### src/rtl/pagerank_pkg.sv
// pagerank_pkg: shared widths, swap FSM states and the page-owner helper
package pagerank_pkg;
  localparam int M = 64;
  localparam int ID_W = 6;
  localparam int VAL_W = 16;
  localparam int RESP_W = VAL_W + ID_W;
  typedef enum logic {IDLE, DRAIN} swap_state_e;
  function automatic logic [ID_W-1:0] owner_of(input logic [ID_W-1:0] id, input int lg);
    return id >> lg;
  endfunction
endpackage

### src/rtl/query_fifo.sv
// query_fifo: show-ahead sync FIFO (push/din in, pop, dout head, full/empty out), async reset
module query_fifo #(
  parameter int W = 6,
  parameter int D = 4
) (
  input  logic         clk,
  input  logic         reset,
  input  logic         push,
  input  logic [W-1:0] din,
  input  logic         pop,
  output logic [W-1:0] dout,
  output logic         full,
  output logic         empty
);
  localparam int AW = $clog2(D);
  logic [W-1:0] mem [D];
  logic [AW:0] wp, rp;
  assign empty = wp == rp;
  assign full = (wp[AW] != rp[AW]) && (wp[AW-1:0] == rp[AW-1:0]);
  assign dout = mem[rp[AW-1:0]];
  always_ff @(posedge clk) if (push) mem[wp[AW-1:0]] <= din;
  always_ff @(posedge clk or posedge reset)
    if (reset) begin
      wp <= '0;
      rp <= '0;
    end else begin
      if (push) wp <= wp + 1'b1;
      if (pop) rp <= rp + 1'b1;
    end
endmodule

### src/rtl/ant_responder.sv
// ant_responder: NoC page-value responder (query in, {value,id}/err response out, core writes, bank swap)
module ant_responder
  import pagerank_pkg::*;
#(
  parameter int N = 16,
  parameter int WIDTH = 16,
  parameter int FIFO_DEPTH = 4
) (
  input  logic                   clk,
  input  logic                   reset,
  input  logic [1:0]             ant_id,
  input  logic                   query_valid,
  input  logic [ID_W-1:0]        query_id,
  output logic                   query_ready,
  output logic                   resp_valid,
  output logic [WIDTH+ID_W-1:0]  resp_data,
  output logic                   resp_err,
  input  logic                   resp_ready,
  input  logic                   wr_en,
  input  logic [$clog2(N)-1:0]   wr_addr,
  input  logic [WIDTH-1:0]       wr_data,
  input  logic                   swap,
  output logic                   swap_pending,
  output logic                   wr_bank
);
  localparam int AW = $clog2(N);
  logic [WIDTH-1:0] bank [2][N];
  logic [WIDTH-1:0] value;
  logic [ID_W-1:0] head;
  logic full, empty, push, pop, owned, drain_done, flip;
  swap_state_e state, state_n;
  assign query_ready = !full && !swap_pending;
  assign push = query_valid && query_ready;
  assign pop = !empty && (!resp_valid || resp_ready);
  assign drain_done = empty && (!resp_valid || resp_ready);
  assign owned = owner_of(head, AW) == ID_W'(ant_id);
  assign value = owned ? bank[~wr_bank][head[AW-1:0]] : '0;
  query_fifo #(.W(ID_W), .D(FIFO_DEPTH)) u_fifo (
    .clk(clk), .reset(reset), .push(push), .din(query_id), .pop(pop),
    .dout(head), .full(full), .empty(empty)
  );
  always_ff @(posedge clk or posedge reset)
    if (reset) begin
      for (int i = 0; i < 2; i++) for (int j = 0; j < N; j++) bank[i][j] <= '0;
      wr_bank <= 1'b0;
    end else begin
      if (wr_en) bank[wr_bank][wr_addr] <= wr_data;
      if (flip) wr_bank <= ~wr_bank;
    end
  always_ff @(posedge clk or posedge reset)
    if (reset) begin
      resp_valid <= 1'b0;
      resp_data <= '0;
      resp_err <= 1'b0;
    end else if (!resp_valid || resp_ready) begin
      resp_valid <= !empty;
      if (!empty) begin
        resp_data <= {value, head};
        resp_err <= !owned;
      end
    end
  always_ff @(posedge clk or posedge reset)
    if (reset) state <= IDLE;
    else state <= state_n;
  always_comb state_n = (state == IDLE) ? (swap ? DRAIN : IDLE) : (drain_done ? IDLE : DRAIN);
  always_comb begin
    swap_pending = state == DRAIN;
    flip = (state == DRAIN) && drain_done;
  end
endmodule

### config.mk
export PLATFORM = sky130hd
export DESIGN_NAME = ant_responder
export DESIGN_NICKNAME = d
export VERILOG_FILES = /design/src/rtl/pagerank_pkg.sv /design/src/rtl/query_fifo.sv /design/src/rtl/ant_responder.sv
export SDC_FILE = /design/constraint.sdc
export NUM_CORES = 1
export LEC_CHECK = 0
export BUFFER_PORTS_ARGS = -buffer_cell sky130_fd_sc_hd__buf_2
export CORE_ASPECT_RATIO = 2
export CORE_MARGIN = 4
export CORE_UTILIZATION = 35
export DETAILED_ROUTE_END_ITERATION = 10
export GPL_TIMING_DRIVEN = 1
export SLEW_MARGIN = 20
export SYNTH_ARGS = -nofsm -noshare
export SYNTH_HDL_FRONTEND = slang
export SYNTH_SLANG_ARGS = --single-unit
### constraint.sdc
create_clock -name clk -period 33.1 [get_ports clk]
set_clock_uncertainty 0.05 [all_clocks]
set_input_delay 6.62 -clock clk [delete_from_list [all_inputs] [get_ports clk]]
set_output_delay 6.62 -clock clk [all_outputs]
set_load 0.1 [all_outputs]
# Yosys cells after proc, flatten, opt, wreduce, memory -nomap -nowiden
# Memories as Yosys holds them, arrays and structs flattened.
# Index checks and enable logic that the tools add are counted.
# word_totals
ff_bits	544
mem_count	1
out_inout_bits	27
input_bits	34
mem_bits_rw	24
word_cells	90
# op_classes
n_bitwise	6
reduce_logical	15
mux	17
eq_ne	4
addsub	2
magnitude_cmp	6
# mem_list
memory	words	word_bits	read_ports	rd_clocked_by_memory_dff	write_ports	line	rtl
u_fifo.mem	4	6	1	0	1	query_fifo.sv:16	logic [W-1:0] mem [D];
# ops
operator	n
two-way mux 256 bit	4
bitwise mux 512 bit	1
demux 256 bit (select 1 bit)	1
binary-select mux 16 bit (select 4 bit)	1
demux 16 bit (select 4 bit)	1
two-way mux 16 bit	4
>= comparator 5 bit, second input constant	2
inverter 4 -> 5 bit	2
logical AND 1 bit	8
adder 3 x 1 -> 3 bit, second input constant	2
zero test 1 bit	5
less-than comparator 5 x 1 -> 1 bit, second input constant	1
two-way mux 1 bit	5
== test 2 bit	2
>= comparator 2 bit, second input constant	2
inverter 1 -> 2 bit	2
== test 3 bit	1
less-than comparator 2 x 1 -> 1 bit, second input constant	1
inverter 1 bit	2
AND reduction 2 bit	1
logical OR 1 bit	1
!= test 1 bit	1

# Depth between registers and ports, before layout
# Gate-level depths: netlist (run 1).
# logic_depth
depth_word	9
ltp_mapped	12
mapped_depth_nobuf	6

# By module
# From an unflattened synthesis (run 1), not the netlist that was laid out.
# unflattened
hier_cells	1744
area_unflattened_um2	26017.5
# modules_own_cells
mod	area_each_um2	cells_per_inst	instances
ant_responder	24798.8	1681	1
query_fifo	1218.7	63	1

# Least setup slack after synthesis (run 1)
# Ideal clock, no wire load.
# synth_path
kind	flip-flop to output port
from	register u_fifo.rp[0]
to	output query_ready
path_slack_ns	23.910
stages_incl_launch_ff	6
arrival_ns	2.520
path_cell_list	dfrtp_1 > buf_6 > buf_6 > xor2_1 > nor2_1 > a21oi_1
# synth_between
elab_chain_len	4
# synth_rtl
element	line	rtl
from (decl)	query_fifo.sv:17	logic [AW:0] wp, rp;
from (signal assigned)	query_fifo.sv:28	if (pop) rp <= rp + 1'b1;
== test 2 bit	query_fifo.sv:19	assign full = (wp[AW] != rp[AW]) && (wp[AW-1:0] == rp[AW-1:0]);
logical AND 1 bit	query_fifo.sv:19	
zero test 1 bit	ant_responder.sv:32	assign query_ready = !full && !swap_pending;
logical AND 1 bit	ant_responder.sv:32	
to (decl)	ant_responder.sv:14	output logic query_ready,
# Every way passes these cells.

# Worst setup path in the final report (run 1)
# Ends and elaborated chain as after synthesis.

==> flow_summary.toml, run 1 <==
[run_status]
status = "complete, no violations"

[synth]
async_reset_ff_share_pct = 95.77
syn_inst = 1980
synth_top_area_share_pct = 50.12
synthDistinctLibCells = 45
syn_area_per_cell_sq_um = 13.72
synth-main-ff-cell = "dfrtp_1"
ys_seq_area_share_pct = 52.77
syn-cell-area_sq_mm = 0.02716
ys_seq_elements = 568
synth_top_cell_by_area = "dfrtp_1"
synth_area_leaders = "dfrtp_1 50%, mux2_2 23%, mux2i_1 6.0%"
syn-num-nets = 2019
yosysWarningCount = 0
synth_edf_count = 24

[critical_path]
crit_chain = "xor2_1 -> nor2_1 -> a21oi_1 -> buf_2"
slowest_stage = "dfrtp_1"
startpoint_type = "register"
required_ns = 26.43
cp_max_fo = 14
critPathArrivalTime_ns = 2.83
end_kind = "output pin"
max_stage_delay_ns = 0.90
crit_type = "register to output pin"

[clocking]
cts.htree.levels = 2
clkLatencyLatePin_ns = 0.61
cts_resized = 0
numCtsBuffers = 49
cts_setup_buffers = 0
clkSinkCount = 568
cts.path.max_buffers = 3
path_clk_slew_ns = 0.07
cts_tree = "built"
cts_hold_buf = 0
clockRootBuffer = "clkbuf_16"

[drt]
drt-total-wl_um = 69090
drc = 0
drtAntennaViolNets = 0
wl_per_cell_um = 22.91
first_pass_iters = 5
via_per_inst = 5.445
drtIter0Drc = 898
routed-via-count = 16423

[final_layout]
nNetsFinal = 1993
syn_to_final_growth_pct = 10.47
stdcell_count = 3016
final_cell_mix = "560 x mux2_2, 543 x dfrtp_1, 162 x mux2i_1, 82 x nand2_1, 60 x buf_2"
drive_gt1_share_pct = 40.24
final_common_cell = "mux2_2"

[global_route]
grt.busiest_layer = "met2"
grt_max_degree = 122
grt_pass1_wl_um = 107000
met1_usage_pct = 18.95
grt_remaining_overflow = 0
grt_pass1_vias = 17505
grt_use_met3_pct = 1.766
antenna_found_initial = 5
grt_use_met2_pct = 31.90
grt_use_total_pct = 16.61

[sta]
setup_slack_ns = 23.60
period_minus_slack_ns = 9.495
min_period_over_period_pct = 28.69
max_clock_freq_mhz = 105.3
maxSlewViolCount = 0
tightestPinTransition_ns = 1.142
rsz0062_at_grt = "no"
slew-limit-headroom_pct = 23.88
hold_violations = 0
fin_tns_setup_ns = 0
finalSetupViolCount = 0

[die]
ios = 61
dieArea_sq_mm = 0.08240
rows = 144
initial_utilization_pct = 35.31
die_w_um = 205.0
core_area_sq_mm = 0.07693
die_y_um = 402.0

[power]
ir_drop_uv = 40.94
p_leak_nw = 13.19
pwr-share-seq_pct = 39.5
switchingPower_mw = 1.055
combPwrFrac_pct = 39.7
clkPwrFrac_pct = 20.7
powerDensity_mw_per_mm2 = 95.64
internal-power_mw = 1.815
total_power_mw = 2.870
switching_share_pct = 36.76

[placed_design]
dpl_worst_slack_ns = 23.72
gp_congestion = 0.7906
hpwl_um = 46550
placed_cells = 2925
io_buffers = 60

[hold_path]
holdCritPathClass = "register to register"

[flow_run]
drv_cap = 0
[worst paths after layout]
kind | depth (start not counted) | slack [ns] | endpoint | startpoint
worst max-delay path | 4 | 23.60 | query_ready | u_fifo.rp[0]
worst min-delay path | 2 | 0.42 | resp_data[1] | resp_data[1]
worst max register to register | 8 | 28.21 | resp_data[14] | u_fifo.rp[0]
worst min register to register | 2 | 0.42 | resp_data[1] | resp_data[1]
max in group asynchronous | 4 | 24.75 | bank[374] | reset
min in group asynchronous | 2 | 6.12 | bank[364] | reset
[layer usage]
| metal | wire [um] | share of wire [%] |
|---|---|---|
| met2 | 38750 | 56 |
| met1 | 26280 | 38 |
| met4 | 2301 | 3.3 |
| met3 | 1719 | 2.5 |
| met5 | 29 | 0.042 |
[synthesized netlist by cell type (all sizes together) (16+ instances only)]
cell and number:
clkbuf 132, dfrtp 544, nor2 16, a22oi 16
and2 17, a211oi 45, mux2 563, buf 43
mux2i 164, mux4 54, nor3 18, a22o 16
a21oi 47, nor2b 49, edfxtp 24, nand2 82
[cell type report]
cell class / instances / area, sq um
multi-input cells: 1233 / 12140
repair buffers: 98 / 593.1
clock inverters: 27 / 295.3
diodes: 1 / 2.502
well taps: 1022 / 1279
clock buffers: 63 / 1339
flip-flops and latches: 568 / 14340
inverters: 4 / 22.52
fillers: 7180 / 46930
[power groups by stage]
stage / logic (mW) / registers [mW] / clock network, mW
after global placement: 1.13 / 1.12 / 0
after detailed placement: 1.15 / 1.15 / 0
final: 1.14 / 1.13 / 0.595
after floorplan: 0.806 / 1.19 / 0
after global routing: 1.23 / 1.17 / 0.634
after CTS: 1.15 / 1.14 / 0.610
[registers in the layout, summed over array words and instances (netlist names)]
name and cells:
u_fifo.wp 3, bank 512, wr_bank 1, swap_pending 1, u_fifo.rp 3, resp_valid 1, resp_data 22, resp_err 1
u_fifo.mem 24
[kinds of logic after synthesis]
group | count (synthesis) | share of synthesized area [%]
xor+xnor | 11 | 0.3547
flops | 568 | 52.77
simple gates | 213 | 3.980
mux | 781 | 33.86
buf+inv | 179 | 2.754
compound gates | 223 | 6.053
fa+ha+maj | 5 | 0.2303
[through the flow]
step | utilization [%] | hold WS (ns) | area (sq um)
floorplan | - | 0.4212 | 27160
global placement | 36.87 | 0.4097 | 28360
detailed placement | 36.87 | 0.4174 | 28360
CTS | 38.99 | 0.4321 | 30000
global route | 39.00 | 0.4617 | 30010
finish | 39.01 | 0.4230 | 30010
[critical path, delay by kind of cell, from the launching register on]
| kind | cells | cell delay (ns) |
|---|---|---|
| buffers and inverters | 1 | 0.50 |
| AOI/OAI and AO/OA | 1 | 0.34 |
| xor gates and xnor gates | 1 | 0.34 |
| DFF | 1 | 0.90 |
| and+or+nand+nor | 1 | 0.13 |
Note: power is estimated with default switching activity, not from simulation.
==> inputs of run 2 (changes only) <==
==> constraint.sdc (replaced) <==
create_clock -name clk -period 9.4 [get_ports clk]
set_clock_uncertainty 0.05 [all_clocks]
set_input_delay 1.88 -clock clk [delete_from_list [all_inputs] [get_ports clk]]
set_output_delay 1.88 -clock clk [all_outputs]
set_load 0.1 [all_outputs]
==> run 2 against run 1 <==
Total power grew to 3.5 times the previous value. Clock-buffer cell count rose by 1. Critical path type unchanged. Final cell count decreased by 0.20%. First-iteration DRC count rose by 13%. Register-to-register slack worse by 23 ns. Non-clock buffer count fell by 3.
==> flow_summary.toml, run 2 (same netlist as run 1, synthesis figures left out) <==
[critical_path]
startpoint_type = "register"
slowest_stage = "dfrtp_1"
end_kind = "output pin"
r2r-end = "resp_data[11]"
worst-r2r-cell-count = 7
crit_buf_inv = 1
ff2ff_setup_slack_ns = 5.12
cp-endpoint = "query_ready"
critPathArrivalTime_ns = 2.85
cp.depth = 4
cp_top_family = "flip-flops"
crit_type = "register to output pin"
max_stage_delay_ns = 0.90
required_ns = 7.47
critical_path.startpoint = "u_fifo.rp[0]"
crit_chain = "xor2_1 -> nor2_1 -> a21oi_1 -> buf_2"
cp_max_fo = 14
r2r-start = "u_fifo.rp[0]"

[global_route]
grt_use_total_pct = 16.91
antenna_found_initial = 1
grt_remaining_overflow = 0
grt_pass1_wl_um = 108900
grt_max_degree = 161
grt_pass1_vias = 17863

[drt]
drc = 0
via_per_inst = 5.434
first_pass_iters = 5
drt-total-wl_um = 69410
routed-via-count = 16356
drtIter0Drc = 1013
wl_per_cell_um = 23.06
drtAntennaViolNets = 0

[hold_path]
hold_depth = 2
holdCritPathClass = "register to register"

[sta]
fin_tns_setup_ns = 0
maxSlewViolCount = 0
max_clock_freq_mhz = 209.1
tightestPinTransition_ns = 1.159
slew-limit-headroom_pct = 22.53
rsz0062_at_grt = "no"
finalSetupViolCount = 0
hold_violations = 0
period_minus_slack_ns = 4.782
min_period_over_period_pct = 50.87

[final_layout]
final_area_sq_mm = 0.02998
top_register = "bank"
final_cell_mix = "560 x mux2_2, 543 x dfrtp_1, 162 x mux2i_1, 82 x nand2_1, 60 x buf_2"
syn_to_final_growth_pct = 10.38
nNetsFinal = 1989
largest_register_ffs = 512
final_util_pct = 38.97
drive_gt1_share_pct = 39.86
final_common_cell = "mux2_2"

[clocking]
cts_tree = "built"
numCtsBuffers = 48
clockRootBuffer = "clkbuf_16"
cts_hold_buf = 0
cts.path.max_buffers = 3
cts_resized = 0
clkSinkCount = 568
cts_setup_buffers = 0
path_clk_slew_ns = 0.07
cts.htree.levels = 2
clkLatencyLatePin_ns = 0.60

[die]
initial_utilization_pct = 35.31
dieArea_sq_mm = 0.08240
die_w_um = 205.0
core_area_sq_mm = 0.07693
die_y_um = 402.0
rows = 144
ios = 61

[placed_design]
hpwl_um = 47630
gp_congestion = 0.8244
placed_area_sq_mm = 0.02836
io_buffers = 60

[flow_run]
drv_cap = 0

[power]
total_power_mw = 10.09
ir_drop_uv = 175.8
p_leak_nw = 13.19
powerDensity_mw_per_mm2 = 336.5

[run_status]
status = "complete, no violations"
run 2: worst min-delay path: stages (launching register included):
cell and delay, ns:
dfrtp_1 0.34, nand2_1 0.05, nand2_1 0.05
run 2: cell type report:
| class | instances | area, sq um |
|---|---|---|
| antenna | 1 | 2.502 |
| clock buffer | 64 | 1344 |
| clock inverter | 23 | 274.0 |
| fill | 7182 | 46950 |
| inverter | 4 | 18.77 |
| multi-input combinational | 1233 | 12140 |
| sequential | 568 | 14340 |
| tap | 1022 | 1279 |
| timing repair buffer | 95 | 591.8 |
run 2: how the worst min path moves through the flow:
stage                     slack, ns    startpoint           end
after CTS                      0.43  resp_data[4]  resp_data[4]
final                          0.43  resp_data[4]  resp_data[4]
after global routing           0.46      bank[71]      bank[71]
after floorplan                0.42     bank[410]     bank[410]
after detailed placement       0.41  resp_data[4]  resp_data[4]
after global placement         0.42  resp_data[4]  resp_data[4]
run 2: power breakdown:
part           switching [mW]  internal (mW)  leakage, nW
registers               0.600           3.41         7.15
clock network           0.929           1.17        0.798
logic                    2.16           1.82         5.24
total                    3.69           6.40         13.2
run 2: layer usage:
metal	up-vias	share of wire, %	GRT usage (%)
met5	-	0	0
met4	0	4.3	7.058
met3	142	2.7	1.701
met2	297	56	32.37
met1	8664	37	18.77
li1	7253	-	-
run 2: per-stage QoR:
| step | cells | setup slack (ns) | hold slack (ns) |
|---|---|---|---|
| floorplan | 1980 | 0.07007 | 0.4212 |
| global placement | 2922 | 5.098 | 0.4153 |
| detailed placement | 2922 | 5.104 | 0.4137 |
| CTS | 3009 | 4.527 | 0.4309 |
| global route | 3010 | 4.391 | 0.4602 |
| finish | 3010 | 4.618 | 0.4262 |
